### config.mk
export PLATFORM = sky130hd
export DESIGN_NAME = immpack
export DESIGN_NICKNAME = d
export VERILOG_FILES = /design/src/rtl/immpack_pkg.sv /design/src/rtl/immpack_fmt.sv /design/src/rtl/immpack.sv
export SDC_FILE = /design/constraint.sdc
export NUM_CORES = 1
export LEC_CHECK = 0
export BUFFER_PORTS_ARGS = -buffer_cell sky130_fd_sc_hd__buf_2
export CAP_MARGIN = 40
export CELL_PAD_IN_SITES_DETAIL_PLACEMENT = 0
export CELL_PAD_IN_SITES_GLOBAL_PLACEMENT = 1
export CORE_ASPECT_RATIO = 1.5
export CORE_MARGIN = 3
export CORE_UTILIZATION = 37
export DETAILED_ROUTE_END_ITERATION = 6
export GPL_TIMING_DRIVEN = 0
export HOLD_SLACK_MARGIN = 0.12
export PLACE_DENSITY = 0.88
export SETUP_SLACK_MARGIN = 0.4
export SLEW_MARGIN = 20
export SYNTH_ARGS = -nofsm -noshare
export SYNTH_HDL_FRONTEND = slang
export SYNTH_SLANG_ARGS = --single-unit
### constraint.sdc
create_clock -name clk -period 1.4 [get_ports clk]
set_input_delay 0.28 -clock clk [delete_from_list [all_inputs] [get_ports clk]]
set_output_delay 0.28 -clock clk [all_outputs]
set_load 0.01 [all_outputs]
### src/rtl/immpack_pkg.sv
// Shared immediate-format codes and field positions for the packer and the extender.
// Combinational helpers only; no latency or flow control lives here.
// Positions are the LSB of each scattered field in the 32-bit instruction word.
package immpack_pkg;

    localparam logic [1:0] IMM_I = 2'b00;
    localparam logic [1:0] IMM_S = 2'b01;
    localparam logic [1:0] IMM_B = 2'b10;
    localparam logic [1:0] IMM_X = 2'b11;

    localparam int I_IMM_LSB  = 20;
    localparam int S_HI_LSB   = 25;
    localparam int S_LO_LSB   = 7;
    localparam int B_SIGN_BIT = 31;
    localparam int B_HI_LSB   = 25;
    localparam int B_LO_LSB   = 8;
    localparam int B_B11_BIT  = 7;

    // True when v is the sign-extension of its low 'bits' bits.
    function automatic logic fits_signed(input logic [31:0] v, input int unsigned bits);
        logic signed [31:0] t;
        t = $signed(v) >>> (bits - 1);
        return (t == '0) || (t == '1);
    endfunction

endpackage

### src/rtl/immpack_fmt.sv
// Scatters a signed immediate into I/S/B fields of a base word and flags range/format errors.
// Purely combinational, zero latency; no flow control.
// On error the truncated fields are still merged so the word is never dropped.
module immpack_fmt
    import immpack_pkg::*;
(
    input  logic [31:0] base_instr_i,
    input  logic [1:0]  immsrc_i,
    input  logic [31:0] imm_i,
    output logic [31:0] word_o,
    output logic        err_o
);

    always_comb begin
        word_o = base_instr_i;
        err_o  = 1'b0;
        case (immsrc_i)
            IMM_I: begin
                word_o[I_IMM_LSB +: 12] = imm_i[11:0];
                err_o                   = !fits_signed(imm_i, 12);
            end
            IMM_S: begin
                word_o[S_HI_LSB +: 7] = imm_i[11:5];
                word_o[S_LO_LSB +: 5] = imm_i[4:0];
                err_o                 = !fits_signed(imm_i, 12);
            end
            IMM_B: begin
                word_o[B_SIGN_BIT]    = imm_i[12];
                word_o[B_HI_LSB +: 6] = imm_i[10:5];
                word_o[B_LO_LSB +: 4] = imm_i[4:1];
                word_o[B_B11_BIT]     = imm_i[11];
                err_o                 = imm_i[0] || !fits_signed(imm_i, 13);
            end
            default: err_o = 1'b1;
        endcase
    end

endmodule

### src/rtl/immpack.sv
// Immediate packer: two-stage valid/ready pipeline around immpack_fmt, optional error counter (IMMPACK_ERRCNT_EN).
// Latency 2 cycles accept-to-out_valid, 1 word/cycle throughput.
// Backpressure: stages advance only into free/draining slots; in_ready is combinational from out_ready.
module immpack
    import immpack_pkg::*;
#(
    parameter int CNT_W = 8
) (
    input  logic             clk,
    input  logic             rst_n,
    input  logic             in_valid,
    output logic             in_ready,
    input  logic [31:0]      base_instr,
    input  logic [1:0]       immsrc,
    input  logic [31:0]      imm_in,
    output logic             out_valid,
    input  logic             out_ready,
    output logic [31:0]      instr_out,
    output logic             err_out,
    output logic [CNT_W-1:0] err_count
);

    logic [31:0] fmt_word;
    logic        fmt_err;

    logic        s1_vld_q, s1_vld_d;
    logic [31:0] s1_word_q, s1_word_d;
    logic        s1_err_q, s1_err_d;
    logic        s2_vld_q, s2_vld_d;
    logic [31:0] s2_word_q, s2_word_d;
    logic        s2_err_q, s2_err_d;
    logic        s1_adv, s2_adv;

    immpack_fmt u_fmt (
        .base_instr_i (base_instr),
        .immsrc_i     (immsrc),
        .imm_i        (imm_in),
        .word_o       (fmt_word),
        .err_o        (fmt_err)
    );

    assign s2_adv   = !s2_vld_q || out_ready;
    assign s1_adv   = !s1_vld_q || s2_adv;
    assign in_ready = s1_adv;

    always_comb begin
        s1_vld_d  = s1_vld_q;
        s1_word_d = s1_word_q;
        s1_err_d  = s1_err_q;
        s2_vld_d  = s2_vld_q;
        s2_word_d = s2_word_q;
        s2_err_d  = s2_err_q;
        if (s1_adv) begin
            s1_vld_d = in_valid;
            if (in_valid) begin
                s1_word_d = fmt_word;
                s1_err_d  = fmt_err;
            end
        end
        // Payload only moves with a valid word so the held output stays stable.
        if (s2_adv) begin
            s2_vld_d = s1_vld_q;
            if (s1_vld_q) begin
                s2_word_d = s1_word_q;
                s2_err_d  = s1_err_q;
            end
        end
    end

    always_ff @(posedge clk or negedge rst_n) begin
        if (!rst_n) begin
            s1_vld_q  <= 1'b0;
            s1_word_q <= '0;
            s1_err_q  <= 1'b0;
            s2_vld_q  <= 1'b0;
            s2_word_q <= '0;
            s2_err_q  <= 1'b0;
        end else begin
            s1_vld_q  <= s1_vld_d;
            s1_word_q <= s1_word_d;
            s1_err_q  <= s1_err_d;
            s2_vld_q  <= s2_vld_d;
            s2_word_q <= s2_word_d;
            s2_err_q  <= s2_err_d;
        end
    end

    assign out_valid = s2_vld_q;
    assign instr_out = s2_word_q;
    assign err_out   = s2_err_q;

`ifdef IMMPACK_ERRCNT_EN
    logic [CNT_W-1:0] err_cnt_q, err_cnt_d;

    always_comb begin
        err_cnt_d = err_cnt_q;
        if (out_valid && out_ready && err_out && (err_cnt_q != '1))
            err_cnt_d = err_cnt_q + 1'b1;
    end

    always_ff @(posedge clk or negedge rst_n) begin
        if (!rst_n) err_cnt_q <= '0;
        else        err_cnt_q <= err_cnt_d;
    end

    assign err_count = err_cnt_q;
`else
    assign err_count = '0;
`endif

endmodule

==> Word-level counts from Yosys, hierarchy flattened <==
Index checks and enable logic that the tools add are counted.
{ "word_totals": {"ff_bits": 68, "latchBits": 0, "ramBits": 0, "mem_bits_ro": 0, "input_bits": 70, "memories": 0} }
{ "classes": {"n_addsub": 0, "mul": 0, "n_div": 0, "order_cmp": 0, "eq_ne": 4, "n_shift": 0, "n_mux": 4, "n_bitwise": 0, "n_reduce_logical": 15} }
{ "op_table": {"columns": ["op", "count"], "rows": [
  ["$eq A32 B32 Y1 const B", 2],
  ["$logic_not A32 Y1", 2],
  ["$pmux W7 S2", 1],
  ["$pmux W5 S2", 1],
  ["$logic_or A1 B1 Y1", 5],
  ["$mux W5", 1],
  ["$logic_not A1 Y1", 4],
  ["$reduce_and A2 Y1", 2],
  ["$eq A2 B1 Y1 const B", 1],
  ["$eq A2 B2 Y1 const B", 1],
  ["$logic_not A2 Y1", 1],
  ["$pmux W1 S2", 1],
  ["$reduce_or A2 Y1", 1]
]} }

==> Longest topological paths before layout <==
{ "depth": {"ltp_word": 5, "ltp_mapped": 7, "depth_no_buf": 6} }

==> Cells and area by module <==
Synthesis repeated with hierarchy kept, for this count alone.
{ "hier_totals": {"hier_cells": 233, "area_unflattened_um2": 3308.2} }
{ "by_module_without_submodules": {"columns": ["mod", "n_inst", "cells_per_inst", "area_per_inst_um2"], "rows": [
  ["immpack", 1, 155, 2772.7],
  ["immpack_fmt", 1, 78, 535.5]
]} }

==> Worst setup path before layout <==
OpenSTA, ideal clock, no wires.
{ "synth_timing": {"path_type": "reg-to-reg", "startpoint": "register s2_vld_q (netlist: out_valid)", "endpoint": "register s1_word_q[0]", "setup_time_ps": 128, "arrival_ps": 1301, "required_time_ps": 1272, "path_slack_ps": -29, "stages_incl_launch_ff": 5, "path_buffers": 1, "synth_period_minus_slack_ps": 1429, "path_cell_list": "dfrtp_1 nand3b_1 nand2_1 buf_2 mux2_1"} }
{ "synth_between": {"elab_chain_len": 4} }
{ "synth_rtl": {"columns": ["element", "line_no", "text"], "rows": [
  ["start, declared", "immpack.sv:29", "logic s2_vld_q, s2_vld_d;"],
  ["start signal, assigned", "immpack.sv:82", "s2_vld_q <= s2_vld_d;"],
  ["$logic_not A1 Y1", "immpack.sv:42", "assign s2_adv = !s2_vld_q || out_ready;"],
  ["$logic_or A1 B1 Y1", "immpack.sv:42", null],
  ["$logic_or A1 B1 Y1", "immpack.sv:43", "assign s1_adv = !s1_vld_q || s2_adv;"],
  ["net in_ready", "immpack.sv:12", "output logic in_ready,"],
  ["$reduce_and A2 Y1 (no line)", null, null],
  ["end signal, assigned", "immpack.sv:80", "s1_word_q <= s1_word_d;"],
  ["end, declared", "immpack.sv:27", "logic [31:0] s1_word_q, s1_word_d;"]
]} }
The timed path passes the listed nets, and every way through them passes these cells.
A chain may end at the register's enable or synchronous reset.

==> Final worst setup path <==
{ "layout_timing": {"startpoint": "register s2_vld_q (netlist: out_valid)", "endpoint": "output in_ready"} }
{ "layout_between": {"elab_chain_len": 3} }
{ "layout_rtl": {"columns": ["element", "line_no"], "rows": [
  ["$logic_not A1 Y1", "immpack.sv:42"],
  ["$logic_or A1 B1 Y1", "immpack.sv:42"],
  ["$logic_or A1 B1 Y1", "immpack.sv:43"],
  ["end, declared", "immpack.sv:12"]
]} }
Every way passes these cells.

==> qor.txt <==
number of antenna violations at the first check in global routing -> 0
Final Instance Count excl. Fillers -> 514
top area cells in the synthesized netlist -> sky130_fd_sc_hd__dfrtp_1, sky130_fd_sc_hd__mux2_1, sky130_fd_sc_hd__nand2_1
setup violation total in the final timing report -> 0
share of Yosys cell area claimed by the top area cell type -> 58.0%
post-route cell area -> 4820 sq um
total standard cell area after synthesis -> 2940 sq um
share of synthesized registers carrying an async set or reset -> 100%
clk buf depth -> 2
instance area after placement -> 3890 sq um
commonest register cell after synthesis -> sky130_fd_sc_hd__dfrtp_1
area growth from synthesis to layout -> 64.4%
slowest stage cell on the critical path -> sky130_fd_sc_hd__dfrtp_1
Ys Warns -> 0
overflow left after global routing -> 0
CP Launch Type -> flop
number of max-slew violations in the final report -> 0
share of synthesized area occupied by flip-flops and latches -> 58.0%
Internal Dissipation -> 5.14 mW
per-instance average area after synthesis -> 12.6 sq um
final clock period utilization by the worst path -> 96.3%
total clock buffers created by CTS -> 9
post-synthesis instance total -> 233
final-stage net count -> 481
starting density of the core -> 38.3%
Core Util, Final -> 63.0%
kind of capture point of the worst setup path -> primary output
part of the power in combinational logic -> 29.7%
Period minus WS final -> 1350 ps
path class of the lowest-slack min-delay path -> input port to flop
reported max-cap violation count -> 0
pin count of the biggest net entering global routing -> 59
share of final-layout standard cells stronger than drive strength 1 -> 62.9%
die boundary height -> 115 microns
Achievable Freq -> 742 MHz
worst endpoint data arrival time -> 1070 ps
areal power density over the cells -> 1430 nW/um^2
WP data required -> 1120 ps
count of flip-flops with a built-in enable after synthesis -> 0
CTS tree -> done
Die Width -> 78.7 microns
core region area -> 7660 sq um
via count of the first global-routing pass -> 2,518
total wire length after detailed routing -> 7.36 mm
first-pass GRT wire length -> 11.8 mm
start-to-end type of the worst setup path -> flop to primary output
final weighted congestion of routability-driven global placement -> 0.704
via count -> 2,409
worst ir drop on vdd -> 1.07 mV
overall global routing resource usage -> 16.9%
remaining antenna violation count -> 0
total negative slack -> 0 ps
clock network power share -> 32.8%
detailed-routing iteration count for the pre-antenna-repair pass -> 4
sinks on the clock net -> 68
drt via density -> 4.69
unrepaired setup endpoints after global routing -> true
register share of total power -> 37.5%
clock slew seen by the registers of the worst setup and hold paths -> 60 ps
critical path cell sequence -> nand3b_1 -> buf_2
Port Buffers -> 104
detailed placer's ending HPWL -> 5.04 mm
leakage power summed over all cells -> 2.47 nW
switching power -> 1.77 mW
#FFs+latches synth -> 68
clock root buffer master -> sky130_fd_sc_hd__clkbuf_16
Remaining DRCs -> 0
post-synthesis cell type with the largest combined area -> sky130_fd_sc_hd__dfrtp_1
final number of hold-violating endpoints -> 0
count of routing violations after the opening detailed-route iteration -> 57
Layout Skew -> 6.47 ps
total I/O pin count -> 113
number of cell rows -> 39
number of placed instances with taps included -> 447
average routed wire per standard cell -> 14.3 microns
count of distinct cell types in the synthesized netlist -> 32
net switching fraction of the power -> 25.6%
worst slack on hold paths -> 174 ps
die footprint -> 9060 sq um
status -> completed
H-Tree Level Count -> 3
largest stage delay on the critical path -> 390 ps
largest driver fanout on the critical path -> 3
Antenna Diode Count -> 0
Clk Latency, worst-skew pair -> 330 ps
==> cell usage in the layout (no fill, tap or decap), drive strengths merged <==
cell type	synthesis	final
or4	2	2
a21oi	6	6
inv	3	3
a32oi	1	1
nor4	3	3
dlygate4sd3	0	1
nand2b	3	3
mux2i	5	5
mux2	47	47
clkinvlp	0	2
o21a	1	1
buf	15	169
nand4	5	5
nor2b	4	4
nor3	2	2
nand2	23	23
dfrtp	68	68
bufinv	0	1
nand3	1	1
ha	4	4
clkbuf	3	17
nor2	4	4
o21ai	21	21
o221ai	1	1
conb	1	8
nand3b	1	1
a22oi	8	8
and3	1	1
==> sequential cells by signal, indices dropped and copies added (netlist names) <==
signal,cells
err_out,1
instr_out,32
out_valid,1
s1_err_q,1
s1_vld_q,1
s1_word_q,32
==> routing by layer <==
layer	wire, microns	part of all wire [%]	track usage (%)
met4	166	2.3	7.82
met1	2830	38	19.2
met3	434	5.9	3.92
met5	0	0	0
met2	3930	53	29.8
==> worst paths after layout <==
check,start,endpoint,slack (ps),cells after the start
max,out_valid,in_ready,50,2
min,base_instr[15],s1_word_q[15],170,2
max reg2reg,out_valid,s1_word_q[19],70,4
min reg2reg,s1_word_q[20],s1_word_q[20],490,2
max in group asynchronous,rst_n,instr_out[27],550,3
min in group asynchronous,rst_n,s1_word_q[3],330,2
==> cell type report <==
class                      count  area (sq um)
fill                         618          2840
clock inverter                 3          45.0
inverter                       3          31.3
multi-input combinational    151          1400
sequential                    68          1700
tap                          102           128
timing repair buffer         156          1030
clock buffer                  13           260
buffer                        18           228
==> kinds of logic after synthesis <==
kind of cell | count (synthesis) | share of synthesized area, %
AO/OA/AOI/OAI | 38 | 7.84
adder cells (fa/ha/maj) | 4 | 1.71
buffers and inverters | 21 | 3.96
flip-flops | 68 | 58.0
multiplexers | 52 | 19.7
other | 1 | 0.128
AND/OR/NAND/NOR | 49 | 8.65
==> timing repair <==
action	CTS	global route
pin swaps	16	3
hold buffers	1	0
gates cloned	3	0
endpoints found under the setup margin	101	101
hold endpoints to repair	68	0
gates resized for setup	42	12
setup buffers	29	18
==> per-stage QoR <==
step | setup WS (ps) | total power [mW]
2_1_floorplan | 71.0 | 3.43
3_3_place_gp | -180 | 3.94
3_5_place_dp | -205 | 4.01
4_1_cts | 44.5 | 6.74
5_1_grt | -8.59 | 7.26
6_report | 52.4 | 6.91
==> power groups by stage <==
stage	sequential (mW)	combinational [mW]	clock, mW
floorplan	2.69	0.739	0
global placement	2.58	1.36	0
detailed placement	2.61	1.40	0
CTS	2.58	1.84	2.32
global route	2.64	2.21	2.40
finish	2.59	2.05	2.27
==> synth_stat cells, drive strengths merged (2+ instances only) <==
| cell | count |
|---|---|
| mux2 | 47 |
| o21ai | 21 |
| or4 | 2 |
| ha | 4 |
| nand2b | 3 |
| nand4 | 5 |
| nor2 | 4 |
| mux2i | 5 |
| a22oi | 8 |
| nor4 | 3 |
| clkbuf | 3 |
| a21oi | 6 |
| nand2 | 23 |
| nor3 | 2 |
| buf | 15 |
| dfrtp | 68 |
| nor2b | 4 |
| inv | 3 |
==> worst max-delay path: cells and delay by family, from the launching register on <==
kind          cells  cell delay, ps
simple gates      1             180
flops             1             390
buf+inv           1             170
Note: power is estimated with default switching activity, not from simulation.
